===== src/rtl/fu_exec_pkg.sv =====
// fu_exec_pkg: shared definitions for the FU execution controller.
// Holds the FSM state encoding, the sign-operation selectors and the
// default datapath width.
package fu_exec_pkg;

    localparam int PATH_BITS = 32;

    localparam int OP_PASS = 0;
    localparam int OP_NEG  = 1;
    localparam int OP_ABS  = 2;
    localparam int OP_NABS = 3;

    typedef enum logic [1:0] {
        ST_IDLE  = 2'b00,
        ST_EXEC  = 2'b01,
        ST_STALL = 2'b10,
        ST_DONE  = 2'b11
    } state_e;

    // New IEEE-754 sign bit for the selected operation.
    function automatic logic sign_apply(input logic s, input int op);
        case (op)
            OP_NEG:  return ~s;
            OP_ABS:  return 1'b0;
            OP_NABS: return 1'b1;
            default: return s;
        endcase
    endfunction

endpackage


===== src/rtl/fu_credit_ctr.sv =====
// fu_credit_ctr: saturating downstream credit counter.
// Starts full at CREDITS, counts returns up (never past CREDITS) and
// consumptions down; a return and a consumption together cancel.
module fu_credit_ctr #(
    parameter int CREDITS = 2
) (
    input  logic       clk,
    input  logic       rst,
    input  logic       inc,
    input  logic       dec,
    output logic       avail,
    output logic [2:0] count
);

    localparam logic [2:0] CRED_MAX = 3'(CREDITS);

    logic [2:0] cnt_q, cnt_d;

    // Next credit value: saturate at CRED_MAX on return, floor at zero on use.
    always_comb begin
        cnt_d = cnt_q;
        if (inc && !dec) begin
            if (cnt_q != CRED_MAX) cnt_d = cnt_q + 3'd1;
        end else if (dec && !inc) begin
            if (cnt_q != 3'd0) cnt_d = cnt_q - 3'd1;
        end
    end

    // Credit register, full after reset.
    always_ff @(posedge clk or negedge rst) begin
        if (!rst) cnt_q <= CRED_MAX;
        else      cnt_q <= cnt_d;
    end

    assign avail = (cnt_q != 3'd0);
    assign count = cnt_q;

endmodule


===== src/rtl/fu_exec.sv =====
// fu_exec: fixed-latency floating-point sign-operation controller.
// Captures the FU stage operand, waits LATENCY cycles, and completes with a
// one-cycle done/res_valid pulse once a downstream credit is available.
// Optional build macro FU_EXEC_STATS_EN adds saturating op/stall counters.
module fu_exec
    import fu_exec_pkg::*;
#(
    parameter int BITS    = PATH_BITS,
    parameter int LATENCY = 4,
    parameter int CREDITS = 2,
    parameter int OP      = OP_PASS
) (
    input  logic            clk,
    input  logic            rst,
    input  logic            valid_in,
    input  logic [BITS-1:0] data_in,
    output logic            done,
    output logic            res_valid,
    output logic [BITS-1:0] res_data,
    input  logic            res_credit_in,
    output logic            busy
`ifdef FU_EXEC_STATS_EN
    ,
    output logic [15:0]     op_count,
    output logic [15:0]     stall_count
`endif
);

    state_e          state_q, state_d;
    logic [3:0]      cnt_q, cnt_d;
    logic [BITS-1:0] opnd_q, opnd_d;
    logic [BITS-1:0] res_q, res_d;
    logic            take;
    logic            cred_avail;
    logic [2:0]      cred_cnt;

    fu_credit_ctr #(
        .CREDITS (CREDITS)
    ) u_cred (
        .clk   (clk),
        .rst   (rst),
        .inc   (res_credit_in),
        .dec   (take),
        .avail (cred_avail),
        .count (cred_cnt)
    );

    // Next-state, countdown, operand capture and result computation.
    always_comb begin
        state_d = state_q;
        cnt_d   = cnt_q;
        opnd_d  = opnd_q;
        res_d   = res_q;
        take    = 1'b0;
        case (state_q)
            ST_IDLE: begin
                if (valid_in) begin
                    opnd_d  = data_in;
                    cnt_d   = 4'(LATENCY - 1);
                    state_d = ST_EXEC;
                end
            end
            ST_EXEC: begin
                if (cnt_q != 4'd0)   cnt_d   = cnt_q - 4'd1;
                else if (cred_avail) take    = 1'b1;
                else                 state_d = ST_STALL;
            end
            ST_STALL: begin
                // A credit arriving this cycle is already usable here.
                if ((cred_cnt != 3'd0) || res_credit_in) take = 1'b1;
            end
            default: begin
                // DONE: valid_in still shows the finished word, so ignore it.
                state_d = ST_IDLE;
            end
        endcase
        if (take) begin
            state_d = ST_DONE;
            res_d   = {sign_apply(opnd_q[BITS-1], OP), opnd_q[BITS-2:0]};
        end
    end

    // State, counter and data registers; all cleared by reset.
    always_ff @(posedge clk or negedge rst) begin
        if (!rst) begin
            state_q <= ST_IDLE;
            cnt_q   <= 4'd0;
            opnd_q  <= '0;
            res_q   <= '0;
        end else begin
            state_q <= state_d;
            cnt_q   <= cnt_d;
            opnd_q  <= opnd_d;
            res_q   <= res_d;
        end
    end

    assign done      = (state_q == ST_DONE);
    assign res_valid = (state_q == ST_DONE);
    assign busy      = (state_q != ST_IDLE);
    assign res_data  = res_q;

`ifdef FU_EXEC_STATS_EN
    logic [15:0] op_cnt_q, stall_cnt_q;

    // Saturating completion and stall-cycle counters.
    always_ff @(posedge clk or negedge rst) begin
        if (!rst) begin
            op_cnt_q    <= 16'd0;
            stall_cnt_q <= 16'd0;
        end else begin
            if (take && (op_cnt_q != 16'hFFFF))
                op_cnt_q <= op_cnt_q + 16'd1;
            if ((state_q == ST_STALL) && (stall_cnt_q != 16'hFFFF))
                stall_cnt_q <= stall_cnt_q + 16'd1;
        end
    end

    assign op_count    = op_cnt_q;
    assign stall_count = stall_cnt_q;
`endif

endmodule


===== config.mk =====
export PLATFORM = sky130hd
export DESIGN_NAME = fu_exec
export DESIGN_NICKNAME = d
export VERILOG_FILES = /design/src/rtl/fu_exec_pkg.sv /design/src/rtl/fu_credit_ctr.sv /design/src/rtl/fu_exec.sv
export SDC_FILE = /design/constraint.sdc
export NUM_CORES = 1
export LEC_CHECK = 0
export ABC_AREA = 1
export ABC_CLOCK_PERIOD_IN_PS = 2550
export BUFFER_PORTS_ARGS = -buffer_cell sky130_fd_sc_hd__buf_4
export CAP_MARGIN = 20
export CORE_ASPECT_RATIO = 1.75
export CORE_MARGIN = 2
export CORE_UTILIZATION = 40
export DETAILED_ROUTE_END_ITERATION = 10
export GPL_TIMING_DRIVEN = 1
export PLACE_DENSITY = 0.59
export SYNTH_ARGS = -nofsm -noshare
export SYNTH_HDL_FRONTEND = slang
export SYNTH_HIERARCHICAL = 1
export SYNTH_SLANG_ARGS = --single-unit

===== constraint.sdc =====
create_clock -name clk -period 2.55 [get_ports clk]
set_clock_uncertainty 0.05 [all_clocks]
set_input_delay 0.51 -clock clk [delete_from_list [all_inputs] [get_ports clk]]
set_output_delay 0.51 -clock clk [all_outputs]
set_load 0.1 [all_outputs]

; ---- Word-level counts from Yosys, hierarchy flattened
; Cells that the tools add are included.
[totals]
register_bits = 73
inputBits = 36
wordCells = 51
out_inout_bits = 35
[op_classes]
reduce_logical = 16
n_mux = 16
n_eq_ne = 11
add_sub_neg = 3
[ops]
columns = operator, n
row1 = 3-bit two-way mux, 4
row2 = 3-bit by 2-bit != test with 1-bit output (second input constant), 4
row3 = 2-bit two-way mux, 4
row4 = 4-bit two-way mux, 2
row5 = 4-bit one-hot mux with 2 select lines, 1
row6 = 2-bit nonzero test, 4
row7 = 2-bit != test (second input constant), 3
row8 = 2-bit one-hot mux with 3 select lines, 1
row9 = 3-bit AND reduction, 2
row10 = 2-bit equality test (second input constant), 2
row11 = 4-bit AND reduction, 1
row12 = 4-bit nonzero test, 1
row13 = 4-bit by 1-bit subtractor with 4-bit output (second input constant), 1
row14 = 3-bit by 1-bit adder with 3-bit output (second input constant), 1
row15 = 1-bit two-way mux, 3
row16 = 3-bit nonzero test, 1
row17 = 3-bit by 1-bit subtractor with 3-bit output (second input constant), 1
row18 = 2-bit by 1-bit equality test with 1-bit output (second input constant), 1
row19 = 1-bit logical AND, 2
row20 = 1-bit zero test, 2
row21 = 2-bit zero test, 1
row22 = 2-bit by 1-bit != test with 1-bit output (second input constant), 1
row23 = 1-bit one-hot mux with 2 select lines, 1
row24 = 2-bit AND reduction, 1
row25 = 1-bit logical OR, 1

; ---- Longest topological paths before layout
; Gate-level depths: netlist of the first run.
[logic_depth]
depth_word = 8
mapped_depth = 19
mapped_depth_nobuf = 17

; ---- By module
; Netlist of the first run, hierarchy kept.
[modules_own_cells]
columns = mod, seq_area_each_um2, cells_per_inst, instances, area_each_um2
row1 = fu_exec, 1751.7, 271, 1, 2932.8
row2 = fu_credit_ctr, 76.3, 30, 1, 217.7

; ---- Least setup slack after synthesis of the first run
; OpenSTA, ideal clock, no wires.
[synth_path]
path_kind = reg-to-reg
start = register state_q[1]
end = register u_cred.cnt_q[2], in the netlist u_cred/count[2]
required_time_ns = 2.383
path_stages_with_launch = 20
setup_slack_ns = 0.329
setup_ns = 0.117
arrival_ns = 2.054
path_cell_list = dfrtp_1 inv_1 ha_1 buf_4 nand2_2 inv_2 nand3_2 nand2_4 nand2_4 buf_6 inv_1 inv_1 nand2_1 fa_1 inv_1 nand2_1 nand2_1 nand2_2 nand2_1 nand2_1
[synth_between]
elab_chain_len = 6
[synth_lines]
columns = item, line
row1 = from (decl), fu_exec.sv:29  ; state_e state_q, state_d;
row2 = from (signal assigned), fu_exec.sv:91  ; state_q <= state_d;
row3 = 2-bit equality test or 2-bit by 1-bit equality test with 1-bit output (tied branches), fu_exec.sv:55  ; case (state_q)
row4 = 1-bit one-hot mux with 2 select lines *, fu_exec.sv:55
row5 = net take, fu_exec.sv:33  ; logic take;
row6 = 1-bit zero test, fu_credit_ctr.sv:22  ; if (inc && !dec) begin
row7 = 1-bit logical AND, fu_credit_ctr.sv:22
row8 = 2-bit != test (no line) or 2-bit nonzero test (tied branches), --
row9 = 3-bit AND reduction (no line), --
row10 = to (signal assigned), fu_credit_ctr.sv:32  ; else cnt_q <= cnt_d;
row11 = to (decl), fu_credit_ctr.sv:17  ; logic [2:0] cnt_q, cnt_d;
; Mark *: on every way through the listed nets, which the timed path passes. The rest lies on a longest branch.
; A chain may end at the register's enable or synchronous reset.

; ---- Worst setup path after layout of the first run
; Same ends and word-level chain as after synthesis.

==> reports/metrics.yaml, run 1 <==
fin_nets: 415
core_um2: 7620
critical_path.max_stage_delay_ps: 390
root_buffer: "clkbuf_16"
dp_slack_ps: 381.3
port_buffers: 70
ant_nets: 0
synthesis.area_um2: 3151
drtIter0Drc: 156
yosys_warnings: 6
drt-total-wl_um: 6620
setup_tns_ps: 0
drc: 0
slew-limit-headroom: 0.6988
slowest_stage: "fa_1"
syn_area_per_cell_um2: 10.47
finalCritPeriodShare: 0.8530
yosys.area_share.xor_xnor: 0.002780
cts_buffer_depth: 2
r2r-start: "state_q[1]"
overflow: 0
hpwl_um: 4345
hold_buffers: 0
die_h_um: 121.4
fin_cells: 465
syn_inst: 301
path_class: "flip-flop to flip-flop"
cp.required_ps: 2720
fin_ws_ps: 374.9
grt_use_total: 0.1680
gp_congestion: 0.7428
worstRegToRegCells: 17
cpMostUsedCell: "nand2_1"
path_cells: "inv_1 > ha_1 > nand2_2 > inv_2 > nand3_2 > nand2_4 > nand2_4 > inv_1 > inv_1 > nand2_1 > fa_1 > inv_1 > nand2_1 > nand2_1 > nand2_2 > nand2_1 > nand2_1"
vias: 2242
synth_adder_area_share: 0.03018
yosys.cell_types.count: 24
synth-seq-area-share: 0.5802
maxCapViolations: 0
worst_pin_slew_ps: 451.7
routed_via_density: 4.822
crit_buf_inv: 5
avgRoutedWirePerCell_um: 14.24
drive_above_1_share: 0.3475
h-tree-depth: 3
synthSimpleGateAreaFrac: 0.2141
cts_buffers: 9
timing.rr.end: "u_cred/count[2]"
worstSetupStartpointType: "flip-flop"
grt_pass1_vias: 2276
muxShareOfSynthArea: 0.1144
n_antenna_cell: 0
areaGrowthSynthToFinish_pct: 27.12
dp_cells: 449
outcome: "finished, final reports clean"
synth_compound_area_frac: 0.007943
drv_slew: 0
ios: 71
dr.pass1.iters: 4
die_area_um2: 8630
hp-class: "input pin to async pin"
insertion_delay_ps: 330
synth_top_family_by_area: "simple AND/OR/NAND/NOR gates"
cp_top_family: "simple AND/OR/NAND/NOR gates"
cp-end-kind: "flip-flop"
fillers: 693
post_cts_buffers: 0
setup_viol: 0
chipWidth_um: 71.09
cts_tree: "yes"
synth.net_count: 344
grt_pass1_wl_um: 11000
utilization: 0.5256
clkTransAtPathRegs_ps: 50
cts_resized: 0
rrSetupSlack_ps: 370
crit_fanout: 9
ys_ff_latch: 73
fmax_ghz: 0.4597
num_rows: 42
cts_sinks: 73
grt_max_degree: 45
arrival_ps: 2340
hold_violations: 0
grt_antenna_before_repair: 0
period_minus_slack_ps: 2175
initial_core_util: 0.4135
grt_setup_unrepaired: "no"
==> how the worst max path moves through the flow <==
| stage | startpoint | end | slack, ps | depth (start not counted) |
|---|---|---|---|---|
| global route | state_q[1] | u_cred/count[2] | 210 | 17 |
| finish | state_q[1] | u_cred/count[2] | 370 | 17 |
| detailed placement | state_q[1] | u_cred/count[2] | 380 | 17 |
| CTS | state_q[1] | u_cred/count[2] | 370 | 17 |
| floorplan | state_q[1] | u_cred/count[2] | 330 | 19 |
| global placement | state_q[1] | u_cred/count[2] | 460 | 17 |
==> sequential cells by signal, summed over array words and instances (netlist names) <==
register	cells
res_data	32
state_q	2
opnd_q	32
cnt_q	4
u_cred/count	3
==> per-stage QoR <==
step | instance area (µm²) | hold WS (ps)
after floorplan | 3151 | 164.4
after global placement | 3734 | 406.7
after detailed placement | 3734 | 410.8
after CTS | 4005 | 73.47
after global routing | 4005 | 83.65
final | 4005 | 61.92
==> layout make-up <==
class                      count  area, µm²  area share
clock buffer                  16      271.5     0.06779
inverter                      15      56.30     0.01406
multi-input combinational    198       1164      0.2905
sequential                    73       1828      0.4564
tap                           88      110.1     0.02749
timing repair buffer          75      575.6      0.1437
==> logic make-up after synthesis <==
group                      Yosys count
AOI/OAI and AO/OA                    5
and+or+nand+nor                    153
muxes                               32
buffers and inverters               30
adders and majority gates            7
DFF                                 73
xor gates and xnor gates             1
==> synth_stat cells <==
master	n	area, µm²
ha_1	6	75.07
dfstp_2	1	26.28
buf_1	1	3.750
nand2_2	5	31.28
mux2_2	32	360.4
nand3_1	40	200.2
buf_2	4	20.02
buf_4	5	37.54
nor2_2	2	12.51
inv_2	1	3.750
nand3_2	1	10.01
inv_1	14	52.55
nand3b_1	1	7.510
xor2_1	1	8.760
o21ai_0	2	10.01
nor2_1	8	30.03
dfrtp_1	72	1802
o21ai_1	1	5.000
clkbuf_1	2	7.510
fa_1	1	20.02
nand2_1	93	349.1
buf_6	3	33.78
a21oi_1	2	10.01
nand2_4	3	33.78
==> placed cells by master, fill, tap and decap left out, drive strengths merged, types with 2 or more instances in the layout <==
cell	count
nand2	101
dfrtp	72
inv	15
ha	6
clkbuf	16
nand3	41
a21oi	2
o21ai	3
nor2	10
buf	75
mux2	32
==> layer usage <==
| layer | up-vias | share of wire | GRT usage |
|---|---|---|---|
| li1 | 1110 | - | - |
| met5 | - | 0 | 0 |
| met4 | 0 | 0.014 | 0.06958 |
| met1 | 1080 | 0.40 | 0.1924 |
| met2 | 45 | 0.55 | 0.2903 |
| met3 | 7 | 0.038 | 0.04734 |
Power of run 1 is not shown: default switching activity piles up to over one toggle a cycle in this logic, so the estimate is an artifact.
==> run 2, diff against run 1 <==
- BUFFER_PORTS_ARGS: -buffer_cell sky130_fd_sc_hd__buf_4 -> -buffer_cell sky130_fd_sc_hd__buf_2
- CORE_ASPECT_RATIO: 1.75 -> 0.7
- CORE_MARGIN: 2 -> default
==> reports/metrics.yaml, run 2 (synthesized netlist as in run 1, its figures left out) <==
initial_core_util: 0.4229
cts_sinks: 73
multi_input_area_um2: 1164
avgRoutedWirePerCell_um: 12.94
clkTransAtPathRegs_ps: 80
final_common_cell: "nand2_1"
grt_pass1_wl_um: 10560
fin_nets: 417
period_minus_slack_ps: 2174
routed_via_density: 4.625
grt_pass1_vias: 2238
core_um2: 7450
areaGrowthSynthToFinish_pct: 18.94
busiest_layer: "met2"
hp-class: "input pin to async pin"
dp_cells: 461
grt_max_degree: 53
outcome: "finished, final reports clean"
ant_nets: 0
dr.pass1.iters: 4
grt_use_total: 0.1691
fillers: 709
met2_usage: 0.2656
cts_tree: "yes"
seq_area_um2: 1828
fin_ws_ps: 376.0
die_h_um: 76.25
fmax_ghz: 0.4600
grt_setup_unrepaired: "no"
hold_ws_ps: 148.8
grt_antenna_before_repair: 0
setup_tns_ps: 0
hold_violations: 0
path_class: "flip-flop to flip-flop"
n_antenna_cell: 0
chipWidth_um: 108.1
maxCapViolations: 0
hpwl_um: 4084
insertion_delay_ps: 340
h-tree-depth: 3
dp_slack_ps: 372.8
grt_use_met1: 0.2148
num_rows: 26
fin_cells: 477
gp_congestion: 0.7941
root_buffer: "clkbuf_8"
arrival_ps: 2360
overflow: 0
post_cts_buffers: 0
port_buffers: 70
cp.required_ps: 2740
drive_above_1_share: 0.3615
crit_fanout: 9
drc: 0
cts_buffers: 9
worst_pin_slew_ps: 657.6
cts_buffer_depth: 2
cp-end-kind: "flip-flop"
cts_resized: 0
drv_slew: 0
drt-total-wl_um: 6173
vias: 2206
grt_use_met3: 0.05902
die_area_um2: 8241
hold_buffers: 0
finalCritPeriodShare: 0.8526
slew-limit-headroom: 0.5616
worstSetupStartpointType: "flip-flop"
drtIter0Drc: 60
ios: 71
mostFrequentLayoutCells: "93 x nand2_1, 72 x dfrtp_1, 69 x buf_2"
setup_viol: 0
-- run 2: cell type report --
| cell class | instances | share of cell area |
|---|---|---|
| inverters | 15 | 0.01503 |
| clock buffers | 10 | 0.03406 |
| clock inverters | 6 | 0.01169 |
| well taps | 98 | 0.03272 |
| repair buffers | 77 | 0.1082 |
| flip-flops and latches | 73 | 0.4878 |
| multi-input cells | 198 | 0.3105 |
-- run 2: metal layers --
metal | up-vias | share of wire
met5 | - | 0
met4 | 0 | 0.0078
met3 | 8 | 0.061
met2 | 51 | 0.47
met1 | 1032 | 0.46
li1 | 1115 | -
-- run 2: per-stage QoR --
stage | area [µm²] | utilization
finish | 3747 | 0.5030
global route | 3747 | 0.5030
CTS | 3747 | 0.5030
detailed placement | 3576 | 0.4800
global placement | 3576 | 0.4800
floorplan | 3151 | -
-- run 2: worst paths after layout --
kind	slack, ps	from	cells after the start	end
worst min-delay path	150	rst	1	opnd_q[28]
min in group clk	340	data_in[19]	2	opnd_q[19]
worst min register to register	420	res_data[28]	2	res_data[28]
max in group asynchronous	1670	rst	2	res_data[8]
worst max-delay path	380	state_q[1]	17	u_cred/count[2]
worst max register to register	380	state_q[1]	17	u_cred/count[2]
-- run 2: critical path, cell delays in order (launching register included) --
cell	delay [ps]
dfrtp_1	390
inv_1	80
ha_1	300
nand2_2	110
inv_2	40
nand3_2	70
nand2_4	60
nand2_4	50
inv_1	30
inv_1	60
nand2_1	90
fa_1	390
inv_1	60
nand2_1	40
nand2_1	90
nand2_2	50
nand2_1	50
nand2_1	40
Power of run 2 is left out for the same reason.
